==> config.mk <==
export PLATFORM = sky130hd
export DESIGN_NAME = instruction_fetch_control
export DESIGN_NICKNAME = d
export VERILOG_FILES = /design/src/rtl/instruction_fetch_control.sv
export SDC_FILE = /design/constraint.sdc
export NUM_CORES = 1
export LEC_CHECK = 0
export CAP_MARGIN = 20
export CORE_MARGIN = 3
export CORE_UTILIZATION = 47
export CTS_CLUSTER_DIAMETER = 80
export DETAILED_ROUTE_END_ITERATION = 16
export PLACE_DENSITY = 0.91
export SYNTH_ARGS = -nofsm -noshare
export SYNTH_HDL_FRONTEND = slang
export SYNTH_SLANG_ARGS = --single-unit
==> constraint.sdc <==
create_clock -name clk -period 3.6 [get_ports clk]
set_input_delay 0.72 -clock clk [delete_from_list [all_inputs] [get_ports clk]]
set_output_delay 0.72 -clock clk [all_outputs]
set_load 0.1 [all_outputs]
==> src/rtl/instruction_fetch_control.sv <==
// instruction_fetch_control
//   Program-counter and fetch-sequencing stage in front of a combinational
//   instruction memory. It captures each fetched word into an IF/ID register
//   and hands it to decode through a valid/ready handshake.
//
//   It handles stall, redirect with flush, HALT detection and
//   out-of-range fetch faults.
//
// Ports
//   clk             in   rising-edge clock
//   reset_n         in   asynchronous active-low reset
//   imem_addr       out  word address to instruction memory (= pc)
//   imem_instr      in   instruction returned for imem_addr (same cycle)
//   redirect_valid  in   branch/jump taken this cycle
//   redirect_target in   new pc when redirect_valid=1
//   id_ready        in   decode accepts the IF/ID register this cycle
//   if_valid        out  IF/ID register holds a valid instruction
//   if_instr        out  registered instruction
//   if_pc           out  pc of if_instr
//   halted          out  fetch stopped on HALT
//   fetch_fault     out  fetch stopped on an out-of-range pc
module instruction_fetch_control #(
  parameter int unsigned       ADDR_W      = 72,
  parameter int unsigned       INSTR_W     = 72,
  parameter int unsigned       IMEM_DEPTH  = 1024,
  parameter logic [ADDR_W-1:0] RESET_PC    = '0,
  parameter logic [5:0]        HALT_OPCODE = 6'b111111
) (
  input  logic               clk,
  input  logic               reset_n,
  output logic [ADDR_W-1:0]  imem_addr,
  input  logic [INSTR_W-1:0] imem_instr,
  input  logic               redirect_valid,
  input  logic [ADDR_W-1:0]  redirect_target,
  input  logic               id_ready,
  output logic               if_valid,
  output logic [INSTR_W-1:0] if_instr,
  output logic [ADDR_W-1:0]  if_pc,
  output logic               halted,
  output logic               fetch_fault
);

  typedef enum logic [1:0] {
    ST_RUN    = 2'd0,
    ST_HALTED = 2'd1,
    ST_FAULT  = 2'd2
  } state_t;

  localparam logic [ADDR_W-1:0] LP_DEPTH = ADDR_W'(IMEM_DEPTH);

  state_t              r_state;
  logic [ADDR_W-1:0]   r_pc;
  logic                r_if_valid;
  logic [INSTR_W-1:0]  r_if_instr;
  logic [ADDR_W-1:0]  r_if_pc;

  state_t              w_state_nxt;
  logic [ADDR_W-1:0]   w_pc_nxt;
  logic                w_if_valid_nxt;
  logic                w_capture;
  logic                w_load_ok;
  logic                w_out_of_range;
  logic                w_is_halt;

  assign w_load_ok      = !r_if_valid || id_ready;
  assign w_out_of_range = (r_pc >= LP_DEPTH);
  assign w_is_halt      = (imem_instr[INSTR_W-1 -: 6] == HALT_OPCODE);

  always_comb begin
    w_state_nxt    = r_state;
    w_pc_nxt       = r_pc;
    w_if_valid_nxt = r_if_valid;
    w_capture      = 1'b0;
    case (r_state)
      ST_RUN: begin
        // Redirect flushes regardless of id_ready and masks HALT/fault.
        if (redirect_valid) begin
          w_pc_nxt       = redirect_target;
          w_if_valid_nxt = 1'b0;
        end else if (w_out_of_range && w_load_ok) begin
          w_state_nxt    = ST_FAULT;
          w_if_valid_nxt = 1'b0;
        end else if (w_load_ok) begin
          w_capture      = 1'b1;
          w_if_valid_nxt = 1'b1;
          w_pc_nxt       = r_pc + ADDR_W'(1);
          if (w_is_halt) begin
            w_state_nxt = ST_HALTED;
          end
        end
      end
      ST_HALTED, ST_FAULT: begin
        if (redirect_valid) begin
          w_pc_nxt       = redirect_target;
          w_if_valid_nxt = 1'b0;
          w_state_nxt    = ST_RUN;
        end else if (r_if_valid && id_ready) begin
          w_if_valid_nxt = 1'b0;
        end
      end
      default: begin
        w_state_nxt = ST_RUN;
      end
    endcase
  end

  always_ff @(posedge clk or negedge reset_n) begin
    if (!reset_n) begin
      r_state    <= ST_RUN;
      r_pc       <= RESET_PC;
      r_if_valid <= 1'b0;
      r_if_instr <= '0;
      r_if_pc    <= '0;
    end else begin
      r_state    <= w_state_nxt;
      r_pc       <= w_pc_nxt;
      r_if_valid <= w_if_valid_nxt;
      if (w_capture) begin
        r_if_instr <= imem_instr;
        r_if_pc    <= r_pc;
      end
    end
  end

  assign imem_addr   = r_pc;
  assign if_valid    = r_if_valid;
  assign if_instr    = r_if_instr;
  assign if_pc       = r_if_pc;
  assign halted      = (r_state == ST_HALTED);
  assign fetch_fault = (r_state == ST_FAULT);

endmodule

=== Word-level counts from Yosys, hierarchy flattened ===
Index checks and enable logic that the tools add are counted.
Widths: inputs -> output; s select.

* Output and inout port bits: 219
* Input port bits: 148
* Bits in registers: 219

* Mux-type cells: 21
* Add/subtract/negate cells: 1
* Reduce and logical (&&, ||, !) cells: 10
* Eq/ne operators: 11
* Magnitude comparators: 1

{| class="wikitable"
|+ Operators with widths
! operator !! number
|-
| $mux 72 || 4
|-
| $pmux 72 s2 || 1
|-
| $add 72x1->72 const B || 1
|-
| $ge 72x11->1 const B || 1
|-
| $ne 3x3->1 const B || 5
|-
| $mux 2 || 5
|-
| $mux 1 || 9
|-
| $reduce_and 4->1 || 2
|-
| $eq 6x6->1 const B || 1
|-
| $ne 2x2->1 const B || 2
|-
| $ne 4x4->1 const B || 1
|-
| $pmux 2 s2 || 1
|-
| $reduce_and 3->1 || 1
|-
| $eq 2x1->1 const B || 1
|-
| $eq 2x2->1 const B || 1
|-
| $logic_and 1x1->1 || 2
|-
| $logic_not 2->1 || 1
|-
| $pmux 1 s2 || 1
|-
| $reduce_bool 2->1 || 1
|-
| $reduce_or 2->1 || 1
|-
| $logic_not 1->1 || 1
|-
| $logic_or 1x1->1 || 1
|}

=== Longest topological paths before layout ===
* Depth in word-level cells: 6
* Gate-level depth with buffers: 9
* Depth with buffers taken out: 7

=== Least setup slack after synthesis ===
No wires, ideal clock.

* Kind: flip-flop to flip-flop
* Start point: reg r_pc[1] (netlist: imem_addr[1])
* End point: reg r_pc[54] (netlist: imem_addr[54])
* Buffers on the path: 0
* Cell stages (with the launch flop): 8
* Data arrival time: 2.871 ns
* Setup time: 0.067 ns
* Clock period less this slack: 2.939 ns
* Path slack: 0.661 ns
* Cell sequence: dfrtp_1 ha_1 nand4_1 nor3_1 nor3b_1 nand2_1 o311ai_0 o21a_1

* Cells in the longest elaborated chain, start to end: 5
* Elaborated cells on any way between the ends: 9

{| class="wikitable"
|+ Ends and longest elaborated chain
! what !! RTL line !! RTL
|-
| from (decl) || 52 || <nowiki>logic [ADDR_W-1:0] r_pc;</nowiki>
|-
| from (signal assigned) || 116 || <nowiki>r_pc <= w_pc_nxt;</nowiki>
|-
| $add 72x1->72 || 86 || <nowiki>w_pc_nxt = r_pc + ADDR_W'(1);</nowiki>
|-
| $mux 72 || 83 || <nowiki>end else if (w_load_ok) begin</nowiki>
|-
| $mux 72 || 80 || <nowiki>end else if (w_out_of_range && w_load_ok) begin</nowiki>
|-
| $mux 72 || 77 || <nowiki>if (redirect_valid) begin</nowiki>
|-
| $pmux 72 s2 || 74 || <nowiki>case (r_state)</nowiki>
|}

Several ways; a longest one is shown, not always the timed one. The select of a mux whose other input is x is not followed.
A chain may end at the register's enable or synchronous reset.

=== Worst setup path after layout ===
* Start point: reg r_pc[47] (netlist: imem_addr[47])
* End point: reg r_pc[23] (netlist: imem_addr[23])

* Cells in the longest elaborated chain, start to end: 4

{| class="wikitable"
|+ Ends and longest elaborated chain
! what !! RTL line !! RTL
|-
| $ge 72x11->1 || 66 || <nowiki>assign w_out_of_range = (r_pc >= LP_DEPTH);</nowiki>
|-
| $logic_and 1x1->1 || 80 ||
|-
| $ne 3x3->1 (no source line) || n/a ||
|-
| $reduce_and 4->1 (no source line) || n/a ||
|}

No other way between the ends.

==> Implementation_results.wiki <==
{| class="wikitable"
! Metric !! Value
|-
| Tightest Pin Transition || 1.02 ns
|-
| Wire length per cell after detailed routing || 21.2 um
|-
| Number of global-route vias before repair || 8,361
|-
| DR DRC count || 0
|-
| Result of the run || finished clean
|-
| Gp weighted congestion || 0.923
|-
| Maximum capacitance violations || 0
|-
| Post-detailed-route via-to-cell ratio || 5.63
|-
| Critical Path Source Type || register
|-
| Fillers || 1,315
|-
| Worst setup path class || reg -> reg
|-
| Share of the synthesized area in the top cell type || 0.594
|-
| Final Hold Violating Endpoints || 0
|-
| Worst ir drop on vdd || 560 uV
|-
| Post-synthesis sequential element count || 219
|-
| Area growth, synth to finish || 49.8%
|-
| Layout net count || 1,304
|-
| Maximum number of pins on one net before global-route repair || 80
|-
| Initial core utilization || 0.485
|-
| Number of synthesized flops with an enable pin || 0
|-
| Final Max Slew Viols || 0
|-
| Largest area contributor in the netlist || sky130_fd_sc_hd__dfrtp_1
|-
| Buffer depth of the longest clock path || 3
|-
| Arithmetic-cell share of the synthesized area counting full adders, half adders and majority gates || 0.00813
|-
| Largest fanout on the critical path || 22
|-
| Die area || 21,400 um^2
|-
| Overall fraction of global-route tracks in use || 0.274
|-
| Clock tree from TritonCTS || yes
|-
| CP endpoint kind || register
|-
| Total number of yosys warnings || 0
|-
| First-pass GRT wire length || 47,600 um
|-
| Worst hold-check slack || 0.195 ns
|-
| Met2 demand-to-capacity share in global routing || 0.482
|-
| Die height || 146 um
|-
| Via count || 7,993
|-
| Layout cells sized above 1 || 0.144
|-
| Routing usage on met3 || 0.0714
|-
| Final min period || 3.23 ns
|-
| Post-DP Area || 13,100 um^2
|-
| Std-Cell Rows || 50
|-
| Layer with the highest usage after global routing || met2
|-
| Most area-consuming cells after synthesis || sky130_fd_sc_hd__dfrtp_1 (59%), sky130_fd_sc_hd__mux2_2 (10%), sky130_fd_sc_hd__and2_1 (4.5%), sky130_fd_sc_hd__o21ai_0 (2.6%), sky130_fd_sc_hd__nand2_1 (2.4%)
|-
| Antenna violations before repair || 0
|-
| Hold-fix buffer count after cts || 0
|-
| Post-Syn Nets || 940
|-
| Final Skew || 0.0159 ns
|-
| Clock Tree Root || sky130_fd_sc_hd__clkbuf_16
|-
| Post-route cell area || 13,800 um^2
|-
| Data arrival, critical path || 3.64 ns
|-
| ANT cells || 0
|-
| Final sum of negative setup slack || 0 ns
|-
| Number of instances resized during post-cts repair || 0
|-
| Final setup vio count || 0
|-
| HPWL after DPL || 21,900 um
|-
| Leakage power || 6.19 nW
|-
| Post-synthesis share of cell area spent on xor and xnor gates || 0
|-
| Main combinational cell family by area after synthesis || simple AND/OR/NAND/NOR gates
|-
| Count of mapped cells out of synthesis || 786
|-
| Post-CTS Setup Inserts || 0
|-
| Yosys cell types || 50
|-
| Fraction of the yosys area taken by sequential cells || 0.594
|-
| Die X-Extent || 146 um
|-
| Clock buffers created by TritonCTS || 24
|-
| Clk pin slew, worst setup/hold paths || 0.06 ns
|-
| Class of the worst hold path || in -> async
|-
| Power density over cell area || 815 nW/um^2
|-
| Number of levels the H-tree was split into || 1
|-
| Period Utilization, post-route || 0.898
|-
| Worst slew slack as a fraction of its limit || 0.316
|-
| Async set-or-reset flop fraction in the synthesized netlist || 1.00
|-
| Main synth FF type || sky130_fd_sc_hd__dfrtp_1
|-
| Cell Area, Synth || 9230 um^2
|-
| Share of the synthesized area in compound gates (AO/OA/AOI/OAI) || 0.106
|-
| Total number of clock tree sinks || 219
|-
| Insertion delay of the later-clocked pin in the worst-skew pair || 0.52 ns
|-
| Share of cell area taken by muxes after synthesis || 0.101
|-
| Simple-gate area share of the yosys netlist || 0.161
|-
| Area of the placeable core || 19,000 um^2
|-
| Setup repair after global routing missed its margin || no
|-
| Max Fclk || 309 MHz
|-
| Routed Antenna Nets || 0
|-
| Post-detailed-routing wire length || 30,200 um
|-
| Total gr overflow || 0
|-
| Syn_area_per_cell || 11.7 um^2
|-
| Count of routing violations after the opening detailed-route iteration || 671
|-
| Boundary Pins || 367
|-
| Input/output buffers || 366
|-
| Number of detailed-route iterations in the first pass || 7
|-
| GRT met1 Usage || 0.335
|-
| Data required time at the worst endpoint || 4.00 ns
|}
-- synth_stat cells (3+ instances only) --
cell type,n
sky130_fd_sc_hd__and2_1,66
sky130_fd_sc_hd__clkbuf_1,25
sky130_fd_sc_hd__a22o_1,8
sky130_fd_sc_hd__dfrtp_1,219
sky130_fd_sc_hd__o21a_1,3
sky130_fd_sc_hd__a31oi_1,8
sky130_fd_sc_hd__o31ai_1,6
sky130_fd_sc_hd__nand4_1,21
sky130_fd_sc_hd__and3_1,6
sky130_fd_sc_hd__nand2_1,60
sky130_fd_sc_hd__nand3_1,32
sky130_fd_sc_hd__buf_2,8
sky130_fd_sc_hd__nor2_1,48
sky130_fd_sc_hd__inv_1,9
sky130_fd_sc_hd__nor4_1,17
sky130_fd_sc_hd__nor3b_1,3
sky130_fd_sc_hd__a2bb2oi_1,20
sky130_fd_sc_hd__a21oi_1,18
sky130_fd_sc_hd__a41oi_1,3
sky130_fd_sc_hd__nor3_1,9
sky130_fd_sc_hd__o21ai_0,48
sky130_fd_sc_hd__and4_1,5
sky130_fd_sc_hd__ha_1,6
sky130_fd_sc_hd__mux2_2,82
sky130_fd_sc_hd__o22ai_1,11
sky130_fd_sc_hd__buf_6,8
sky130_fd_sc_hd__o22a_1,7
-- placed cells by master, fill, tap and decap left out, types with 2 or more instances in the layout --
cell	count
sky130_fd_sc_hd__o22a_1	7
sky130_fd_sc_hd__a41o_1	2
sky130_fd_sc_hd__inv_1	9
sky130_fd_sc_hd__nor2b_1	2
sky130_fd_sc_hd__mux2_2	82
sky130_fd_sc_hd__nor2_1	47
sky130_fd_sc_hd__a31oi_1	8
sky130_fd_sc_hd__nor4_4	2
sky130_fd_sc_hd__o22ai_1	11
sky130_fd_sc_hd__o32ai_1	2
sky130_fd_sc_hd__ha_1	6
sky130_fd_sc_hd__nor4_1	17
sky130_fd_sc_hd__o21a_1	3
sky130_fd_sc_hd__nor3b_1	3
sky130_fd_sc_hd__clkbuf_8	3
sky130_fd_sc_hd__clkinv_2	3
sky130_fd_sc_hd__clkdlybuf4s50_1	341
sky130_fd_sc_hd__and2_1	66
sky130_fd_sc_hd__clkbuf_1	4
sky130_fd_sc_hd__a21boi_0	2
sky130_fd_sc_hd__or2_2	2
sky130_fd_sc_hd__a22o_1	8
sky130_fd_sc_hd__nand3_1	32
sky130_fd_sc_hd__nand4_1	21
sky130_fd_sc_hd__buf_4	37
sky130_fd_sc_hd__o21ai_0	47
sky130_fd_sc_hd__o31ai_1	6
sky130_fd_sc_hd__a2bb2oi_1	20
sky130_fd_sc_hd__a41oi_1	3
sky130_fd_sc_hd__clkbuf_16	25
sky130_fd_sc_hd__and3_1	6
sky130_fd_sc_hd__and4_1	5
sky130_fd_sc_hd__nand2_1	59
sky130_fd_sc_hd__dfrtp_1	219
sky130_fd_sc_hd__buf_12	3
sky130_fd_sc_hd__nor3_1	9
sky130_fd_sc_hd__a21oi_1	18
-- where the power goes --
group	total, W	switching [W]	internal [W]	leakage [nW]
clock	0.00233	0.000957	0.00138	0.360
combinational	0.00545	0.00410	0.00135	2.94
sequential	0.00348	0.000614	0.00287	2.90
-- cell families (layout without fill, tap and decap cells) --
group / count (synthesis) / after routing
AND/OR/NAND/NOR: 278 / 278
buffers and inverters: 53 / 427
adder cells (fa/ha/maj): 6 / 6
flip-flops: 219 / 219
multiplexers: 83 / 83
AO/OA/AOI/OAI: 147 / 147
-- state kept, by name (all words and copies together) (netlist names) --
name       count
if_pc         72
if_valid       1
r_state        2
imem_addr     72
if_instr      72
-- worst max-delay path: stages, from the launching register on --
cell and delay [ns]:
sky130_fd_sc_hd__dfrtp_1 0.47, sky130_fd_sc_hd__nor4_1 0.53, sky130_fd_sc_hd__nand4_1 0.23, sky130_fd_sc_hd__nor4_4 0.55, sky130_fd_sc_hd__o21a_2 0.36, sky130_fd_sc_hd__buf_4 0.32
sky130_fd_sc_hd__nand2_1 0.31, sky130_fd_sc_hd__o31ai_1 0.34
-- final timing paths --
kind	depth (start not counted)	slack, ns	from	endpoint
setup / recovery	7	0.37	imem_addr[47]	imem_addr[23]
hold / removal	1	0.19	reset_n	imem_addr[60]
setup reg to reg	7	0.37	imem_addr[47]	imem_addr[23]
hold reg to reg	2	0.48	if_pc[1]	if_pc[1]
max in group asynchronous	2	2.52	reset_n	if_instr[2]
min in group clk	2	0.48	if_pc[1]	if_pc[1]
-- per-layer routing --
metal,vias to the layer above,wire length [um]
met5,-,0
met4,0,1100
met3,103,2810
met2,483,15200
met1,3854,11000
li1,3553,-
-- per-stage QoR --
| stage | setup slack (ns) | util | std cells | total power [W] |
|---|---|---|---|---|
| 4_1_cts | 0.408 | 0.727 | 1420 | 0.0113 |
| 3_5_place_dp | 0.424 | 0.689 | 1384 | 0.00891 |
| 6_report | 0.368 | 0.727 | 1420 | 0.0113 |
| 2_1_floorplan | 0.661 | - | 786 | 0.00738 |
| 5_1_grt | 0.129 | 0.727 | 1420 | 0.0116 |
| 3_3_place_gp | 0.516 | 0.689 | 1384 | 0.00882 |
-- cell type report --
cell class / count / area (um^2) / share of cell area
inverter: 9 / 33.8 / 0.00244
sequential: 219 / 5480 / 0.396
clock inverter: 4 / 45.0 / 0.00326
timing repair buffer: 382 / 3770 / 0.272
multi-input combinational: 514 / 3500 / 0.253
tap: 260 / 325 / 0.0235
clock buffer: 32 / 682 / 0.0493
No activity file was read; power rests on OpenSTA's default activity.
